[src/rtl/mem_ctrl_pkg.sv]
// Shared constants and types for the byte-serial memory controller.
// Imported by the client-bus interface and the controller itself.
package mem_ctrl_pkg;

  localparam int          ADDR_W       = 32;
  localparam int          DATA_W       = 32;
  localparam logic [31:0] IO_BASE_ADDR = 32'h0003_0000;

  typedef enum logic [1:0] {
    SIZE_B = 2'b00,
    SIZE_H = 2'b01,
    SIZE_W = 2'b10
  } size_e;

  typedef enum logic [1:0] {
    MC_IDLE  = 2'd0,
    MC_READ  = 2'd1,
    MC_WRITE = 2'd2
  } mc_state_e;

  // Byte count of an LSB access; the unused encoding is treated as a word.
  function automatic logic [2:0] size_bytes(input logic [1:0] size);
    case (size)
      SIZE_B:  return 3'd1;
      SIZE_H:  return 3'd2;
      default: return 3'd4;
    endcase
  endfunction

endpackage

[src/rtl/mem_ctrl_if.sv]
// Client-side bus of mem_ctrl: icache word fetch and LSB load/store handshakes.
// master = requesters (icache, LSB); slave = the memory controller.
interface mem_ctrl_if
  import mem_ctrl_pkg::*;
#(
  parameter int ADDR_WIDTH = ADDR_W,
  parameter int DATA_WIDTH = DATA_W
);

  logic                  ic_req;
  logic [ADDR_WIDTH-1:0] ic_addr;
  logic                  ic_done;
  logic [DATA_WIDTH-1:0] ic_data;

  logic                  lsb_req;
  logic                  lsb_wr;
  logic [1:0]            lsb_size;
  logic [ADDR_WIDTH-1:0] lsb_addr;
  logic [DATA_WIDTH-1:0] lsb_wdata;
  logic                  lsb_done;
  logic [DATA_WIDTH-1:0] lsb_rdata;

  modport master (
    output ic_req, ic_addr, lsb_req, lsb_wr, lsb_size, lsb_addr, lsb_wdata,
    input  ic_done, ic_data, lsb_done, lsb_rdata
  );

  modport slave (
    input  ic_req, ic_addr, lsb_req, lsb_wr, lsb_size, lsb_addr, lsb_wdata,
    output ic_done, ic_data, lsb_done, lsb_rdata
  );

endinterface

[src/rtl/mem_ctrl.sv]
// Sole master of the byte-wide RAM/IO port: arbitrates icache fetches and LSB
// accesses, serializes each into byte cycles and assembles a little-endian word.
module mem_ctrl
  import mem_ctrl_pkg::*;
#(
  parameter int                    ADDR_WIDTH = ADDR_W,
  parameter int                    DATA_WIDTH = DATA_W,
  parameter logic [ADDR_WIDTH-1:0] IO_BASE    = IO_BASE_ADDR
) (
  input  logic                  clk,
  input  logic                  rst_in,
  input  logic                  rdy_in,
  input  logic                  rob_flush,
  mem_ctrl_if.slave             bus,
  input  logic [7:0]            mem_din,
  output logic [7:0]            mem_dout,
  output logic [ADDR_WIDTH-1:0] mem_a,
  output logic                  mem_wr,
  input  logic                  io_buffer_full
);

  mc_state_e             state_q, state_d;
  logic [2:0]            cnt_q, cnt_d;
  logic [2:0]            nbytes_q, nbytes_d;
  logic [ADDR_WIDTH-1:0] addr_q, addr_d;
  logic [DATA_WIDTH-1:0] wdata_q, wdata_d;
  logic [DATA_WIDTH-1:0] buf_q, buf_d;
  logic                  src_ic_q, src_ic_d;
  logic [ADDR_WIDTH-1:0] mem_a_q, mem_a_d;
  logic                  mem_wr_q, mem_wr_d;
  logic [7:0]            mem_dout_q, mem_dout_d;
  logic                  ic_done_q, ic_done_d;
  logic [DATA_WIDTH-1:0] ic_data_q, ic_data_d;
  logic                  lsb_done_q, lsb_done_d;
  logic [DATA_WIDTH-1:0] lsb_rdata_q, lsb_rdata_d;

  logic [ADDR_WIDTH-1:0] byte_addr;
  logic                  bubble;

  assign byte_addr = addr_q + ADDR_WIDTH'(cnt_q);
  // A requester still sees its done pulse this cycle and has not dropped req yet.
  assign bubble    = ic_done_q | lsb_done_q;

  // NOTE: every _d gets a default before the case, so no path can infer a latch.
  always_comb begin
    state_d     = state_q;
    cnt_d       = cnt_q;
    nbytes_d    = nbytes_q;
    addr_d      = addr_q;
    wdata_d     = wdata_q;
    buf_d       = buf_q;
    src_ic_d    = src_ic_q;
    mem_a_d     = mem_a_q;
    mem_wr_d    = 1'b0;
    mem_dout_d  = mem_dout_q;
    ic_done_d   = 1'b0;
    ic_data_d   = ic_data_q;
    lsb_done_d  = 1'b0;
    lsb_rdata_d = lsb_rdata_q;

    case (state_q)
      MC_IDLE: begin
        if (!bubble) begin
          // On a flush edge only a committed store may start.
          if (bus.lsb_req && (bus.lsb_wr || !rob_flush)) begin
            addr_d   = bus.lsb_addr;
            nbytes_d = size_bytes(bus.lsb_size);
            wdata_d  = bus.lsb_wdata;
            src_ic_d = 1'b0;
            buf_d    = '0;
            mem_a_d  = bus.lsb_addr;
            if (bus.lsb_wr) begin
              state_d = MC_WRITE;
              if ((bus.lsb_addr >= IO_BASE) && io_buffer_full) begin
                cnt_d = 3'd0;
              end else begin
                mem_wr_d   = 1'b1;
                mem_dout_d = bus.lsb_wdata[7:0];
                cnt_d      = 3'd1;
              end
            end else begin
              state_d = MC_READ;
              cnt_d   = 3'd0;
            end
          end else if (bus.ic_req && !rob_flush) begin
            state_d  = MC_READ;
            addr_d   = bus.ic_addr;
            nbytes_d = 3'd4;
            src_ic_d = 1'b1;
            buf_d    = '0;
            mem_a_d  = bus.ic_addr;
            cnt_d    = 3'd0;
          end
        end
      end

      MC_READ: begin
        if (rob_flush) begin
          state_d = MC_IDLE;
          mem_a_d = '0;
          cnt_d   = 3'd0;
        end else begin
          // Byte cnt arrives now; drop it into its little-endian slot.
          buf_d = buf_q | (DATA_WIDTH'(mem_din) << {cnt_q, 3'b000});
          if (cnt_q == nbytes_q - 3'd1) begin
            state_d = MC_IDLE;
            mem_a_d = '0;
            cnt_d   = 3'd0;
            if (src_ic_q) begin
              ic_done_d = 1'b1;
              ic_data_d = buf_d;
            end else begin
              lsb_done_d  = 1'b1;
              lsb_rdata_d = buf_d;
            end
          end else begin
            mem_a_d = addr_q + ADDR_WIDTH'(cnt_q + 3'd1);
            cnt_d   = cnt_q + 3'd1;
          end
        end
      end

      MC_WRITE: begin
        if (cnt_q == nbytes_q) begin
          state_d    = MC_IDLE;
          mem_a_d    = '0;
          cnt_d      = 3'd0;
          lsb_done_d = 1'b1;
        end else if (!((byte_addr >= IO_BASE) && io_buffer_full)) begin
          mem_wr_d   = 1'b1;
          mem_a_d    = byte_addr;
          mem_dout_d = wdata_q[{cnt_q[1:0], 3'b000} +: 8];
          cnt_d      = cnt_q + 3'd1;
        end
      end

      default: state_d = MC_IDLE;
    endcase
  end

  // NOTE: sequential state uses non-blocking assignments and an async active-low reset.
  always_ff @(posedge clk or negedge rst_in) begin
    if (!rst_in) begin
      state_q     <= MC_IDLE;
      cnt_q       <= '0;
      nbytes_q    <= '0;
      addr_q      <= '0;
      wdata_q     <= '0;
      buf_q       <= '0;
      src_ic_q    <= 1'b0;
      mem_a_q     <= '0;
      mem_wr_q    <= 1'b0;
      mem_dout_q  <= '0;
      ic_done_q   <= 1'b0;
      ic_data_q   <= '0;
      lsb_done_q  <= 1'b0;
      lsb_rdata_q <= '0;
    end else if (rdy_in) begin
      state_q     <= state_d;
      cnt_q       <= cnt_d;
      nbytes_q    <= nbytes_d;
      addr_q      <= addr_d;
      wdata_q     <= wdata_d;
      buf_q       <= buf_d;
      src_ic_q    <= src_ic_d;
      mem_a_q     <= mem_a_d;
      mem_wr_q    <= mem_wr_d;
      mem_dout_q  <= mem_dout_d;
      ic_done_q   <= ic_done_d;
      ic_data_q   <= ic_data_d;
      lsb_done_q  <= lsb_done_d;
      lsb_rdata_q <= lsb_rdata_d;
    end
  end

  assign mem_a         = mem_a_q;
  assign mem_wr        = mem_wr_q;
  assign mem_dout      = mem_dout_q;
  assign bus.ic_done   = ic_done_q;
  assign bus.ic_data   = ic_data_q;
  assign bus.lsb_done  = lsb_done_q;
  assign bus.lsb_rdata = lsb_rdata_q;

endmodule

[src/flat_wrapper.sv]
// flat-port wrapper written by rule: the top's interface ports become plain ports
module mem_ctrl_flat import mem_ctrl_pkg::*;
#(
  parameter int                    ADDR_WIDTH = ADDR_W,
  parameter int                    DATA_WIDTH = DATA_W,
  parameter logic [ADDR_WIDTH-1:0] IO_BASE    = IO_BASE_ADDR
)
  (clk, rst_in, rdy_in, rob_flush, mem_din, mem_dout, mem_a, mem_wr, io_buffer_full, bus_ic_req, bus_ic_addr, bus_lsb_req, bus_lsb_wr, bus_lsb_size, bus_lsb_addr, bus_lsb_wdata, bus_ic_done, bus_ic_data, bus_lsb_done, bus_lsb_rdata);
  mem_ctrl_if #(.ADDR_WIDTH(ADDR_WIDTH), .DATA_WIDTH(DATA_WIDTH)) bus_i ();
  input  logic clk;
  input  logic rst_in;
  input  logic rdy_in;
  input  logic rob_flush;
  input  logic [7:0] mem_din;
  output logic [7:0] mem_dout;
  output logic [ADDR_WIDTH-1:0] mem_a;
  output logic mem_wr;
  input  logic io_buffer_full;
  input wire logic [$bits(bus_i.ic_req)-1:0] bus_ic_req;
  input wire logic [$bits(bus_i.ic_addr)-1:0] bus_ic_addr;
  input wire logic [$bits(bus_i.lsb_req)-1:0] bus_lsb_req;
  input wire logic [$bits(bus_i.lsb_wr)-1:0] bus_lsb_wr;
  input wire logic [$bits(bus_i.lsb_size)-1:0] bus_lsb_size;
  input wire logic [$bits(bus_i.lsb_addr)-1:0] bus_lsb_addr;
  input wire logic [$bits(bus_i.lsb_wdata)-1:0] bus_lsb_wdata;
  output wire logic [$bits(bus_i.ic_done)-1:0] bus_ic_done;
  output wire logic [$bits(bus_i.ic_data)-1:0] bus_ic_data;
  output wire logic [$bits(bus_i.lsb_done)-1:0] bus_lsb_done;
  output wire logic [$bits(bus_i.lsb_rdata)-1:0] bus_lsb_rdata;
  assign bus_i.ic_req = bus_ic_req;
  assign bus_i.ic_addr = bus_ic_addr;
  assign bus_i.lsb_req = bus_lsb_req;
  assign bus_i.lsb_wr = bus_lsb_wr;
  assign bus_i.lsb_size = bus_lsb_size;
  assign bus_i.lsb_addr = bus_lsb_addr;
  assign bus_i.lsb_wdata = bus_lsb_wdata;
  assign bus_ic_done = bus_i.ic_done;
  assign bus_ic_data = bus_i.ic_data;
  assign bus_lsb_done = bus_i.lsb_done;
  assign bus_lsb_rdata = bus_i.lsb_rdata;
  mem_ctrl #(.ADDR_WIDTH(ADDR_WIDTH), .DATA_WIDTH(DATA_WIDTH), .IO_BASE(IO_BASE)) u_core (.clk(clk), .rst_in(rst_in), .rdy_in(rdy_in), .rob_flush(rob_flush), .bus(bus_i), .mem_din(mem_din), .mem_dout(mem_dout), .mem_a(mem_a), .mem_wr(mem_wr), .io_buffer_full(io_buffer_full));
endmodule
[config.mk]
export PLATFORM = sky130hd
export DESIGN_NAME = mem_ctrl_flat
export DESIGN_NICKNAME = d
export VERILOG_FILES = /design/src/rtl/mem_ctrl_pkg.sv /design/src/rtl/mem_ctrl_if.sv /design/src/rtl/mem_ctrl.sv /design/src/flat_wrapper.sv
export SDC_FILE = /design/constraint.sdc
export NUM_CORES = 1
export LEC_CHECK = 0
export BUFFER_PORTS_ARGS = -buffer_cell sky130_fd_sc_hd__buf_2
export CORE_UTILIZATION = 45
export DETAILED_ROUTE_END_ITERATION = 7
export PLACE_DENSITY = 0.65
export SLEW_MARGIN = 20
export SYNTH_ARGS = -nofsm -noshare
export SYNTH_HDL_FRONTEND = slang
export SYNTH_SLANG_ARGS = --single-unit
[constraint.sdc]
create_clock -name clk -period 6 [get_ports clk]
set_input_delay 0.9 -clock clk [delete_from_list [all_inputs] [get_ports clk]]
set_output_delay 0.9 -clock clk [all_outputs]
set_load 0.03 [all_outputs]
==> summary.md <==
| Metric | Value |
|---|---|
| Status | `complete, no violations` |
| Least-Margin Pin Slew | `between 1 and 1.5 ns` |
| Slew Limit Fails | `0` |
| DRC viols | `0` |
| Num Clock Sinks | `between 200 and 250` |
| Clk_skew | `around 0.028 ns` |
| IO Port Bufs | `220` |
| Share of the synthesized area in the top cell type | `0.487` |
| Max VDD drop | `between 0.3 and 0.4 mV` |
| Worst path cell trace | `ha_1 -> a211oi_1 -> nor4_1 -> and2_1 -> a31oi_1 -> a211o_1 -> o41a_1 -> a21oi_4 -> buf_4 -> mux2_1` |
| Count leader, synth | `dfrtp_1` |
| Resized cells post-CTS | `0` |
| Req. time, crit path | `~6.4 ns` |
| Grt peak-use layer | `met2` |
| Via Count | `approximately 9,100` |
| Crit Path Class | `register to register` |
| Initial drt markers | `536` |
| Unrepaired setup endpoints after global routing | `false` |
| FFs w/ async S/R, synth | `1.00` |
| CTS root buffer | `clkbuf_16` |
| Netlist cell types | `60` |
| Setup Viol. Count Final | `0` |
| Vias/cell | `approximately 5.6` |
| Register area share after synthesis | `0.487` |
| Largest net degree at the start of global routing | `124` |
| Synth area leader | `dfrtp_1` |
| CORE AREA | `about 24,000 sq um` |
| Initial core utilization | `0.462` |
| Endpoints failing hold | `0` |
| # Post-CTS Setup Buffers | `0` |
| Post-synth EDFFs | `0` |
| Reg area | `5310 sq um` |
| Ys Warns | `0` |
| Htree depth | `1` |
| Cell Area, Synth | `10,900 sq um` |
| #FFs+latches synth | `about 210` |
| GR Util met2 | `0.389` |
| Worst setup SP type | `register` |
| Max clock buf depth | `3` |
| Total Negative Setup Slacks | `0 ns` |
| Reg-to-Reg End | `u_core.mem_a[16]` |
| Relative slew slack | `0.315` |
| Total Wirelength | `30.2 mm` |
| CP max stage delay | `0.87 ns` |
| Fin util | `0.552` |
| Crit-path max FO | `21` |
| Dpl ws | `1.28 ns` |
| F_max | `approximately 210 MHz` |
| Synth area leaders | `dfrtp_1 (49%), a21oi_1 (7.3%), mux2_2 (6.1%), nor2_1 (4.2%), nand2_1 (3.4%)` |
| Die height | `around 160 microns` |
| CTS hold repair buffers | `0` |
| Critical-path top delay cell | `nor4_1` |
| Fillers | `around 2,200` |
| Initial antenna violation count | `5` |
| Synth Flop Type | `dfrtp_1` |
| CTS Buf Count | `24` |
| Area Overhead vs Synth | `19.6%` |
| Crit path arrival time | `roughly 5 ns` |
| Critical R2R Launch | `u_core.cnt_q[1]` |
| DP Area | `~12,000 sq um` |
| Post-DP HPWL | `about 21 mm` |
| GP Congestion | `around 0.95` |
| Pre-antenna DRT Iters | `5` |
| Rows | `56` |
| Worst hold path class | `primary input to asynchronous set/reset pin` |
| Overall power | `6780 uW` |
| Die width | `around 160 microns` |
| Clock-pin slew on the worst setup and hold paths | `roughly 0.060 ns` |
| Tot GR Track Use | `0.247` |
| Worst r2r path cells | `10` |
| Tmin final | `~4.7 ns` |
| Wire per inst | `around 18 microns` |
| Finished Cell Area | `around 13,000 sq um` |
| Commonest cells post-synth | `dfrtp_1 (212), a21oi_1 (159), nor2_1 (123), nand2_1 (100), o21ai_0 (66)` |
| Fin worst setup slack | `between 1 and 1.5 ns` |
| Ratio of cells with drive above 1 in the final layout | `0.269` |
| Nets@finish | `between 1,000 and 1,500` |
| Area of the multi-input gates | `roughly 5200 sq um` |
| Die area | `roughly 25,000 sq um` |
| Total global routing overflow | `0` |
| Final Cycle Share | `0.786` |
| Max Cap Viol | `0` |
| R2R setup slack | `around 1.3 ns` |
| Top-Level Pins | `221` |
| CP Capture Type | `register` |
| Avg Inst Size Synth | `roughly 9.7 sq um` |
| Grt met3 use | `0.0589` |
| M1 GR Usage | `0.338` |
| P_leak | `0.00608 uW` |
| Worst skew pair latency | `between 0.5 and 0.6 ns` |
| ANT nets after route | `0` |
| Synthesized instance count | `~1,100` |
| PD cells | `around 520 nW/um^2` |
| Vias in the first global route | `approximately 8,800` |
| Syn nets | `around 1,300` |
| First-pass GRT wire length | `47.8 mm` |
| TritonCTS clock tree | `built` |
==> worst max-delay path by stage <==
stage,endpoint,slack (ns),start
floorplan,u_core.mem_a[24],2.56,u_core.cnt_q[2]
global placement,u_core.mem_a[27],1.30,u_core.cnt_q[1]
detailed placement,u_core.mem_a[27],1.28,u_core.cnt_q[1]
CTS,u_core.mem_a[16],1.24,u_core.cnt_q[1]
global route,u_core.mem_a[30],0.94,u_core.cnt_q[1]
finish,u_core.mem_a[16],1.28,u_core.cnt_q[1]
==> per-layer routing <==
layer / vias up / share of wire
met5: - / 0.00043
met2: 309 / 0.46
met4: 2 / 0.022
met3: 45 / 0.074
li1: 4388 / -
met1: 4388 / 0.45
==> state kept, by name (all words and copies together), names as in the netlist, 3 cells and up <==
name,count
u_core.bus.lsb_rdata,32
u_core.mem_a,32
u_core.wdata_q,32
u_core.addr_q,32
u_core.cnt_q,3
u_core.buf_q,32
u_core.nbytes_q,3
u_core.bus.ic_data,32
u_core.mem_dout,8
==> power by group <==
group / leakage, uW / internal (uW) / switching (uW)
Sequential: 0.00269 / 1940 / 444
Combinational: 0.00300 / 1130 / 1830
Clock: 0.000382 / 817 / 619
Total: 0.00608 / 3890 / 2890
==> cell type report <==
cell class | count | share of cell area
Sequential cell | 212 | 0.407
Multi-Input combinational cell | 807 | 0.401
Timing Repair Buffer | 234 | 0.0941
Clock buffer | 33 | 0.0533
Tap cell | 319 | 0.0306
Inverter | 24 | 0.00691
Clock inverter | 10 | 0.00672
Antenna cell | 2 | 0.000384
==> per-stage QoR <==
step	hold WS, ns	instances
2_1_floorplan	0.463	1122
3_3_place_gp	0.458	1596
3_5_place_dp	0.465	1596
4_1_cts	0.447	1639
5_1_grt	0.470	1640
6_report	0.398	1641
==> logic make-up after synthesis <==
| kind of cell | after synthesis | share of synthesized area |
|---|---|---|
| flops | 212 | 0.487 |
| buf+inv | 103 | 0.0375 |
| simple gates | 324 | 0.133 |
| xor+xnor | 25 | 0.0201 |
| compound gates | 316 | 0.169 |
| fa+ha+maj | 15 | 0.0186 |
| mux | 127 | 0.136 |
==> critical path, delay by kind of cell (launching register included) <==
family,cells,cell delay [ns]
compound gates,5,1.55
simple gates,2,1.13
flops,1,0.68
fa+ha+maj,1,0.46
buf+inv,1,0.38
mux,1,0.36
==> placed cells by master (no fill, tap or decap), drive strengths merged, types with 14 or more instances in the layout <==
cell type,n
buf,233
dfrtp,212
a21oi,160
nor2,123
nand2,100
mux2,86
o21ai,68
clkbuf,34
mux2i,33
inv,24
nand3,20
xnor2,19
nor3,19
nand4,15
a211oi,15
nor4,14
Power figures use the tool's default switching activity.
